--- config.mk ---
export PLATFORM = sky130hd
export DESIGN_NAME = branch_resolve_unit
export DESIGN_NICKNAME = d
export VERILOG_FILES = /design/src/rtl/mips_pipe_pkg.sv /design/src/rtl/operand_fwd_mux.sv /design/src/rtl/branch_resolve_unit.sv
export SDC_FILE = /design/constraint.sdc
export NUM_CORES = 1
export LEC_CHECK = 0
export ABC_AREA = 1
export BUFFER_PORTS_ARGS = -buffer_cell sky130_fd_sc_hd__buf_2
export CAP_MARGIN = 20
export CORE_MARGIN = 2
export CORE_UTILIZATION = 52
export DETAILED_ROUTE_END_ITERATION = 7
export GPL_TIMING_DRIVEN = 0
export PLACE_DENSITY = 0.92
export REMOVE_ABC_BUFFERS = 1
export SETUP_SLACK_MARGIN = 0.1
export SLEW_MARGIN = 20
export SYNTH_ARGS = -nofsm -noshare
export SYNTH_HDL_FRONTEND = slang
export SYNTH_SLANG_ARGS = --single-unit
--- constraint.sdc ---
create_clock -name clock -period 2.7 [get_ports clock]
set_clock_uncertainty 0.05 [all_clocks]
set_input_delay 0.135 -clock clock [delete_from_list [all_inputs] [get_ports clock]]
set_output_delay 0.135 -clock clock [all_outputs]
set_load 0.01 [all_outputs]
--- src/rtl/mips_pipe_pkg.sv ---
// Shared pipeline encodings for the MIPS core.
// Branch ops, branch-resolve FSM states and bus width.
package mips_pipe_pkg;

  localparam int CPU_BUS_SIZE = 32;

  typedef enum logic [2:0] {
    BR_NONE = 3'd0,
    BR_BEQ  = 3'd1,
    BR_BNE  = 3'd2,
    BR_BLEZ = 3'd3,
    BR_BGTZ = 3'd4,
    BR_BLTZ = 3'd5,
    BR_BGEZ = 3'd6,
    BR_RSVD = 3'd7
  } br_op_e;

  typedef enum logic {
    BRS_IDLE = 1'b0,
    BRS_WAIT = 1'b1
  } brs_state_e;

endpackage

--- src/rtl/operand_fwd_mux.sv ---
// Per-operand forwarding select: EX > MEM > WB > RF.
// Flags a load-use hazard when a load in EX targets the index.
module operand_fwd_mux #(
  parameter int DATA_W = 32,
  parameter int REG_AW = 5
) (
  input  logic              i_use,
  input  logic [REG_AW-1:0] i_idx,
  input  logic [DATA_W-1:0] i_rf_data,
  input  logic              i_ex_reg_write,
  input  logic              i_ex_mem_read,
  input  logic [REG_AW-1:0] i_ex_rd,
  input  logic [DATA_W-1:0] i_ex_result,
  input  logic              i_mem_reg_write,
  input  logic              i_mem_mem_read,
  input  logic [REG_AW-1:0] i_mem_rd,
  input  logic [DATA_W-1:0] i_mem_alu_result,
  input  logic [DATA_W-1:0] i_mem_read_data,
  input  logic              i_wb_reg_write,
  input  logic [REG_AW-1:0] i_wb_rd,
  input  logic [DATA_W-1:0] i_wb_data,
  output logic [DATA_W-1:0] o_data,
  output logic              o_hazard
);

  logic w_fwd_ok;
  logic w_ex_hit;
  logic w_mem_hit;
  logic w_wb_hit;

  // r0 is hardwired, so it never takes a forwarded value
  assign w_fwd_ok  = i_use && (i_idx != '0);
  assign w_ex_hit  = w_fwd_ok && i_ex_reg_write && (i_ex_rd == i_idx);
  assign w_mem_hit = w_fwd_ok && i_mem_reg_write && (i_mem_rd == i_idx);
  assign w_wb_hit  = w_fwd_ok && i_wb_reg_write && (i_wb_rd == i_idx);

  always_comb begin
    o_data   = i_rf_data;
    o_hazard = 1'b0;
    if (w_ex_hit) begin
      if (i_ex_mem_read) o_hazard = 1'b1;
      else               o_data   = i_ex_result;
    end else if (w_mem_hit) begin
      o_data = i_mem_mem_read ? i_mem_read_data : i_mem_alu_result;
    end else if (w_wb_hit) begin
      o_data = i_wb_data;
    end
  end

endmodule

--- src/rtl/branch_resolve_unit.sv ---
// ID-stage branch resolution with forwarding and load-use stall.
// Registers a one-cycle taken/not-taken pulse per resolved branch.
module branch_resolve_unit
  import mips_pipe_pkg::*;
#(
  parameter int DATA_W = CPU_BUS_SIZE,
  parameter int REG_AW = 5,
  parameter int CNT_W  = 16
) (
  input  logic              clock,
  input  logic              reset,
  input  logic              id_valid,
  input  logic [2:0]        id_branch_op,
  input  logic [REG_AW-1:0] id_rs,
  input  logic [REG_AW-1:0] id_rt,
  input  logic [DATA_W-1:0] rf_data1,
  input  logic [DATA_W-1:0] rf_data2,
  input  logic              ex_reg_write,
  input  logic              ex_mem_read,
  input  logic [REG_AW-1:0] ex_rd,
  input  logic [DATA_W-1:0] ex_result,
  input  logic              mem_reg_write,
  input  logic              mem_mem_read,
  input  logic [REG_AW-1:0] mem_rd,
  input  logic [DATA_W-1:0] mem_alu_result,
  input  logic [DATA_W-1:0] mem_read_data,
  input  logic              wb_reg_write,
  input  logic [REG_AW-1:0] wb_rd,
  input  logic [DATA_W-1:0] wb_data,
  output logic              stall,
  output logic              resolve_valid,
  output logic              branch_taken,
  output logic [CNT_W-1:0]  stall_cycles,
  output logic [CNT_W-1:0]  branch_count
);

  brs_state_e        r_state;
  logic              w_op_ok;
  logic              w_use_b;
  logic              w_active;
  logic              w_cond;
  logic              w_hazard;
  logic              w_resolve;
  logic              w_haz_a;
  logic              w_haz_b;
  logic [DATA_W-1:0] w_a;
  logic [DATA_W-1:0] w_b;
  logic              w_a_neg;
  logic              w_a_zero;

  operand_fwd_mux #(.DATA_W(DATA_W), .REG_AW(REG_AW)) u_fwd_a (
    .i_use            (w_active),
    .i_idx            (id_rs),
    .i_rf_data        (rf_data1),
    .i_ex_reg_write   (ex_reg_write),
    .i_ex_mem_read    (ex_mem_read),
    .i_ex_rd          (ex_rd),
    .i_ex_result      (ex_result),
    .i_mem_reg_write  (mem_reg_write),
    .i_mem_mem_read   (mem_mem_read),
    .i_mem_rd         (mem_rd),
    .i_mem_alu_result (mem_alu_result),
    .i_mem_read_data  (mem_read_data),
    .i_wb_reg_write   (wb_reg_write),
    .i_wb_rd          (wb_rd),
    .i_wb_data        (wb_data),
    .o_data           (w_a),
    .o_hazard         (w_haz_a)
  );

  operand_fwd_mux #(.DATA_W(DATA_W), .REG_AW(REG_AW)) u_fwd_b (
    .i_use            (w_active && w_use_b),
    .i_idx            (id_rt),
    .i_rf_data        (rf_data2),
    .i_ex_reg_write   (ex_reg_write),
    .i_ex_mem_read    (ex_mem_read),
    .i_ex_rd          (ex_rd),
    .i_ex_result      (ex_result),
    .i_mem_reg_write  (mem_reg_write),
    .i_mem_mem_read   (mem_mem_read),
    .i_mem_rd         (mem_rd),
    .i_mem_alu_result (mem_alu_result),
    .i_mem_read_data  (mem_read_data),
    .i_wb_reg_write   (wb_reg_write),
    .i_wb_rd          (wb_rd),
    .i_wb_data        (wb_data),
    .o_data           (w_b),
    .o_hazard         (w_haz_b)
  );

  assign w_a_neg  = w_a[DATA_W-1];
  assign w_a_zero = (w_a == '0);

  always_comb begin
    w_op_ok = 1'b1;
    w_use_b = 1'b0;
    w_cond  = 1'b0;
    unique case (br_op_e'(id_branch_op))
      BR_BEQ:  begin w_use_b = 1'b1; w_cond = (w_a == w_b); end
      BR_BNE:  begin w_use_b = 1'b1; w_cond = (w_a != w_b); end
      BR_BLEZ: w_cond = w_a_neg || w_a_zero;
      BR_BGTZ: w_cond = !w_a_neg && !w_a_zero;
      BR_BLTZ: w_cond = w_a_neg;
      BR_BGEZ: w_cond = !w_a_neg;
      default: w_op_ok = 1'b0;
    endcase
  end

  assign w_active  = id_valid && w_op_ok;
  assign w_hazard  = w_haz_a || w_haz_b;
  assign w_resolve = w_active && !w_hazard;
  assign stall     = !reset && w_active && w_hazard;

  always_ff @(posedge clock or posedge reset) begin
    if (reset) begin
      r_state       <= BRS_IDLE;
      resolve_valid <= 1'b0;
      branch_taken  <= 1'b0;
      stall_cycles  <= '0;
      branch_count  <= '0;
    end else begin
      resolve_valid <= w_resolve;
      branch_taken  <= w_resolve && w_cond;
      if (stall && (stall_cycles != '1))
        stall_cycles <= stall_cycles + CNT_W'(1);
      if (w_resolve && (branch_count != '1))
        branch_count <= branch_count + CNT_W'(1);
      // squash or cleared hazard both leave WAIT
      unique case (r_state)
        BRS_IDLE: if (w_active && w_hazard) r_state <= BRS_WAIT;
        BRS_WAIT: if (!w_active || !w_hazard) r_state <= BRS_IDLE;
        default:  r_state <= BRS_IDLE;
      endcase
    end
  end

endmodule

# Word level (Yosys, flattened, before mapping)
# Index checks and enable logic that the tools add are counted.
[op_classes]
n_mul = 0
order_cmp = 0
reduce_logical = 34
n_mux = 15
shifts = 0
bitwise = 0
eq_ne = 16
n_div = 0
addsub = 2
[op_table]
columns = ["cell", "count"]
rows = [
  ["two-way mux 32 bit", 9],
  ["adder 16 x 1 -> 16 bit, second input constant", 2],
  ["equality test 32 bit", 1],
  ["logical NOT 32 bit", 1],
  ["inequality test 16 bit, second input constant", 2],
  ["inequality test 32 bit", 1],
  ["equality test 5 bit", 6],
  ["logical AND 1 bit", 23],
  ["nonzero test 5 bit", 2],
  ["equality test 3 bit, second input constant", 3],
  ["equality test 3 x 2 -> 1 bit, second input constant", 2],
  ["one-hot mux 1 bit (6 select lines)", 1],
  ["OR reduction 6 bit", 1],
  ["two-way mux 1 bit", 5],
  ["logical NOT 1 bit", 4],
  ["equality test 3 x 1 -> 1 bit, second input constant", 1],
  ["logical OR 1 bit", 2],
  ["OR reduction 2 bit", 1],
]
[word_totals]
output_inout_bits = 35
input_bits = 228
latch_bits = 0
regBits = 34
n_memories = 0
rom_bits = 0
wordCells = 71
ram_bits = 0

# Logic depth before layout (Yosys ltp)
[logic_depth]
ltp_word = 15
ltp_mapped = 24
depth_no_buf = 22

# Cells and area by module
# Synthesis repeated with hierarchy kept, for this count alone.
[unflattened]
cells_unflattened = 1251
hier_area_um2 = 7225.7
[modules_own_cells]
columns = ["module", "area_per_inst_um2", "seq_area_each_um2", "instances", "cells_each"]
rows = [
  ["operand_fwd_mux", 2447.3, 0.0, 2, 467],
  ["branch_resolve_unit", 2331.0, 850.8, 1, 317],
]

# Worst setup path after synthesis
# OpenSTA, ideal clock, no wires.
[synth_timing]
kind = "input to register"
from = "input port id_rs[2]"
to = "register stall_cycles[15]"
n_path_buf = 2
path_stages = 15
path_slack_ns = 0.616
setup_time_ns = 0.124
required_ns = 2.526
arrival_time_ns = 1.910
cell_sequence = "buf_2 > inv_2 > nand3_1 > nor2_2 > inv_1 > nand2_2 > nor2_4 > inv_2 > a21oi_2 > and3_1 > buf_2 > nand4_1 > nor3b_2 > nand4_1 > xor2_1"
[synth_via]
elab_chain_cells = 8
elab_cells_between_ends = 9
cone_classes = "1 x eq/ne; 1 x mux; 7 x reduce/logical"
[synth_lines]
columns = ["element", "line", "text"]
rows = [
  ["start, declared", "branch_resolve_unit.sv:14", "input logic [REG_AW-1:0] id_rs,"],
  ["nonzero test 5 bit", "operand_fwd_mux.sv:32", "assign w_fwd_ok = i_use && (i_idx != '0);"],
  ["logical AND 1 bit", "operand_fwd_mux.sv:32", ""],
  ["logical AND 1 bit", "operand_fwd_mux.sv:33", "assign w_ex_hit = w_fwd_ok && i_ex_reg_write && (i_ex_rd == i_idx);"],
  ["logical AND 1 bit *", "operand_fwd_mux.sv:33", ""],
  ["two-way mux 1 bit *", "operand_fwd_mux.sv:40", "if (w_ex_hit) begin"],
  ["logical OR 1 bit *", "branch_resolve_unit.sv:110", "assign w_hazard = w_haz_a || w_haz_b;"],
  ["logical AND 1 bit *", "branch_resolve_unit.sv:112", "assign stall = !reset && w_active && w_hazard;"],
  ["logical AND 1 bit *", "branch_resolve_unit.sv:124", "if (stall && (stall_cycles != '1))"],
  ["end signal, assigned", "branch_resolve_unit.sv:125", "stall_cycles <= stall_cycles + CNT_W'(1);"],
  ["end, declared", "branch_resolve_unit.sv:33", "output logic [CNT_W-1:0] stall_cycles,"],
]
# Every way passes the cells marked *; elsewhere a longest branch is shown, timed or not.
# A chain may end at the register's enable or synchronous reset.

# Final worst setup path
[layout_timing]
from = "input port id_branch_op[1]"
to = "register branch_count[15]"
[layout_via]
elab_chain_cells = 13
elab_cells_between_ends = 24
cone_classes = "6 x eq/ne; 4 x mux; 14 x reduce/logical"
[layout_lines]
columns = ["element", "line", "text"]
rows = [
  ["start, declared", "branch_resolve_unit.sv:13", "input logic [2:0] id_branch_op,"],
  ["equality test 3 bit (tied with other cells)", "branch_resolve_unit.sv:98", "unique case (br_op_e'(id_branch_op))"],
  ["OR reduction 6 bit (no source line)", "n/a", ""],
  ["two-way mux 1 bit", "branch_resolve_unit.sv:98", ""],
  ["logical AND 1 bit", "branch_resolve_unit.sv:109", "assign w_active = id_valid && w_op_ok;"],
  ["logical AND 1 bit", "branch_resolve_unit.sv:72", ".i_use (w_active && w_use_b),"],
  ["logical AND 1 bit", "operand_fwd_mux.sv:32", ""],
  ["logical AND 1 bit (2 in a row)", "operand_fwd_mux.sv:33", ""],
  ["two-way mux 1 bit", "operand_fwd_mux.sv:40", ""],
  ["logical OR 1 bit", "branch_resolve_unit.sv:110", ""],
  ["logical NOT 1 bit", "n/a", ""],
  ["logical AND 1 bit *", "branch_resolve_unit.sv:111", "assign w_resolve = w_active && !w_hazard;"],
  ["via w_resolve", "branch_resolve_unit.sv:43", "logic w_resolve;"],
  ["logical AND 1 bit *", "branch_resolve_unit.sv:126", "if (w_resolve && (branch_count != '1))"],
  ["end signal, assigned", "branch_resolve_unit.sv:127", "branch_count <= branch_count + CNT_W'(1);"],
  ["end, declared", "branch_resolve_unit.sv:34", "output logic [CNT_W-1:0] branch_count"],
]
# Mark *: on every way through the listed nets, which the timed path passes. The rest lies on a longest branch.

==> metrics <==
total track usage 0.3776; Residual DRC 0; final hold vios 0; Reg-to-Reg Start branch_count[5]; Num CTS Buffers 5; final-report max-slew violation count 0; CTS tree built; worst hold path class input pin to flop; status completed; Fmax 0.4012 GHz; cells on worst reg2reg path 12; drt pass-1 iters 5; Comb pwr share 0.453; synth unique cells 35; Clock Latency Late Sink 0.28 ns; CTS sink count 34; Final GP Congestion 0.9715; chip width 120.7 um; CP Launch Point id_branch_op[1]; drt total wl 29,780 um; EDFF count, synth 0; # H-tree levels 2; Detail Route Antenna Nets 0; CP endpoint branch_count[15]; Post-DP HPWL 18,880 um; initial antenna violation count 1; capturing point of the worst reg2reg path branch_count[15]; minimum clock period 2.493 ns; critical path cell sequence buf_2 > nor2_1 > nand2_2 > nand3_4 > inv_2 > nand2_4 > nor2_4 > buf_12 > inv_12 > a21oi_4 > nor2_2 > nand2_2 > nor2_2 > nand2_1 > nor2_1 > nand3_1 > nor2_1 > xor2_1; share of cells above drive strength 1 0.2097; drt first-iter violations 1,488; clk buf depth 2; power per cell area 280.7 mW/mm2; Die ar. 0.01457 mm2; Crit Path Class input pin to flop; Met2 Wirelength 12,970 um; Worst Path Arrival 2.65 ns; root buffer cell clkbuf_16; metal3 WL 4056 um; Internal Pwr Total 0.001550 W; Req. time, crit path 2.85 ns; Startpoint Class input pin; Post-synth ARST share 1.000; pin count of the biggest net entering global routing 60; core footprint 0.01330 mm2; relative slew slack 0.5376; max-cap violations 0; Sw Ratio 0.3957; Most used DFF post-synth dfrtp_1; Nets 1,912; Clk pwr share 0.292; RSZ-0062 raised after global routing yes; row cnt 42; vias in the first global route 9,867; slowest CP cell nor2_1; Least-Margin Pin Slew 0.6926 ns; Metal-1 WL 10,580 um; IO buf count 262; Synth Instances 1,443; first-pass GRT wire length 44,780 um; leak pwr 5.670 nW; Die Span Y 120.7 um; final setup violation count 0; Max FO, Critical Path 28; DR WL/cell 16.00 um; DR top layer met4; post-route insts no fill 1,861; Synth Area per Inst 4.908 um2; most frequent CP cell nor2_1; CTS clock-pin slew for the worst setup and hold paths 0.05 ns; max incr delay on CP 0.18 ns; final period utilization 0.9232; sequential share of the synthesized area 0.1201; Post-Syn Area 0.007082 mm2; gr ovfl total 0; Setup crit end kind flop; synthesized flop and latch total 34; vias 10,567; sequential share of power 0.255; Yosys warnings 0; Peak VDD IR 0.2678 mV; FF-to-FF setup slack 0.39 ns; placed insts 1,818; Pwr Total 0.002565 W; IO Pins 263; DR vias/cell 5.678; Sw Pwr 0.001015 W; Area Growth Syn to Fin 29.03%; Initial Utilization 0.5327
cells in the final DEF, fill, tap and decap left out, types with 2 or more instances in the layout:
master	count
a21oi_1	139
buf_12	8
buf_16	3
buf_2	260
buf_4	16
bufinv_16	2
clkbuf_16	6
clkinvlp_4	2
dfrtp_1	34
diode_2	2
ha_1	2
inv_1	198
inv_2	9
nand2_1	520
nand2_2	2
nand2_4	2
nand2_8	2
nand3_1	182
nand3_2	3
nand3b_4	7
nand4_1	15
nor2_1	143
nor2_2	9
nor2_4	12
nor3_1	6
nor4_1	2
o211ai_1	3
o21ai_0	8
o21ai_1	32
or2_1	9
xnor2_1	12
xor2_1	19
cells by family after synthesis:
family,after synthesis,synth area share
simple gates,911,0.5420
buf+inv,281,0.1640
compound gates,184,0.1320
flops,34,0.1201
xor+xnor,31,0.03834
fa+ha+maj,2,0.003533
Yosys cell counts (3+ instances only):
library cell  instances  area share
clkbuf_1             20       0.011
nand4_1              15       0.013
o21ai_0               8      0.0057
o21ai_1              32       0.023
inv_1               200        0.11
buf_2                34       0.024
buf_4                 5      0.0053
nand2_1             523        0.28
nand3_1             185        0.13
xor2_1               19       0.023
dfrtp_1              34        0.12
xnor2_1              12       0.015
or2_1                 9      0.0079
a21oi_1             139       0.098
nor2_1              147       0.078
o211ai_1              3      0.0032
buf_1                 5      0.0027
nor2_4                4      0.0064
buf_6                 6      0.0095
nor2_2               10      0.0088
nor3_1                6      0.0042
inv_2                10      0.0053
registers in the layout, indices dropped and copies added (netlist names):
name,count
branch_taken,1
branch_count,16
resolve_valid,1
stall_cycles,16
critical path: cells and delay by family:
| kind | cells | cell delay (ns) |
|---|---|---|
| xor gates and xnor gates | 1 | 0.15 |
| and+or+nand+nor | 12 | 1.76 |
| AOI/OAI and AO/OA | 1 | 0.09 |
| buffers and inverters | 4 | 0.51 |
area by class of cell:
| type | count | area [um2] |
|---|---|---|
| Inverter | 211 | 810.8 |
| Sequential cell | 34 | 850.8 |
| Clock buffer | 5 | 125.1 |
| Timing Repair inverter | 2 | 16.27 |
| Tap cell | 176 | 220.2 |
| Antenna cell | 2 | 5.005 |
| Timing Repair Buffer | 290 | 1707 |
| Multi-Input combinational cell | 1138 | 5334 |
| Clock inverter | 3 | 68.82 |
| Fill cell | 1171 | 4158 |
worst min path at each step:
stage,from,end,slack [ns],cells after the start
final,id_valid,resolve_valid,0.24,3
after global routing,id_valid,resolve_valid,0.24,3
after CTS,id_valid,resolve_valid,0.22,3
after detailed placement,reset,stall_cycles[3],0.24,2
after global placement,branch_count[5],branch_count[5],0.43,1
after floorplan,reset,branch_count[0],0.23,1
repair_timing:
action,4_1_cts,5_1_grt
cloned,6,7
hold buffers,1,0
gates resized for setup,12,20
hold endpoints to repair,34,0
setup endpoints to repair,34,14
pin swaps,7,6
setup buffers,11,8
stage by stage:
stage	utilization	hold WS, ns	TNS (ns)	worst slack [ns]	instance area, um2
after global placement	0.6201	0.4252	-49.58	-2.080	8244
after CTS	0.6641	0.2228	0	0.1104	8830
after floorplan	-	0.2320	-8.688	-0.6380	6713
after global routing	0.6871	0.2396	0	0.02799	9135
final	0.6873	0.2376	0	0.2074	9138
after detailed placement	0.6346	0.2401	-22.70	-1.073	8437
per-layer routing:
layer / track usage / up-vias
met3: 0.09198 / 217
met2: 0.6116 / 853
met1: 0.4376 / 4499
met4: 0.2609 / 0
met5: 0 / -
li1: - / 4998
power by group through the flow:
stage,Sequential [W],Combinational (W),Clock (W)
2_1_floorplan,0.000672,0.000566,0
3_3_place_gp,0.000650,0.000988,0
3_5_place_dp,0.000653,0.00104,0
4_1_cts,0.000649,0.00108,0.000747
5_1_grt,0.000662,0.00128,0.000775
6_report,0.000655,0.00116,0.000748
No activity file was read; power rests on OpenSTA's default activity.
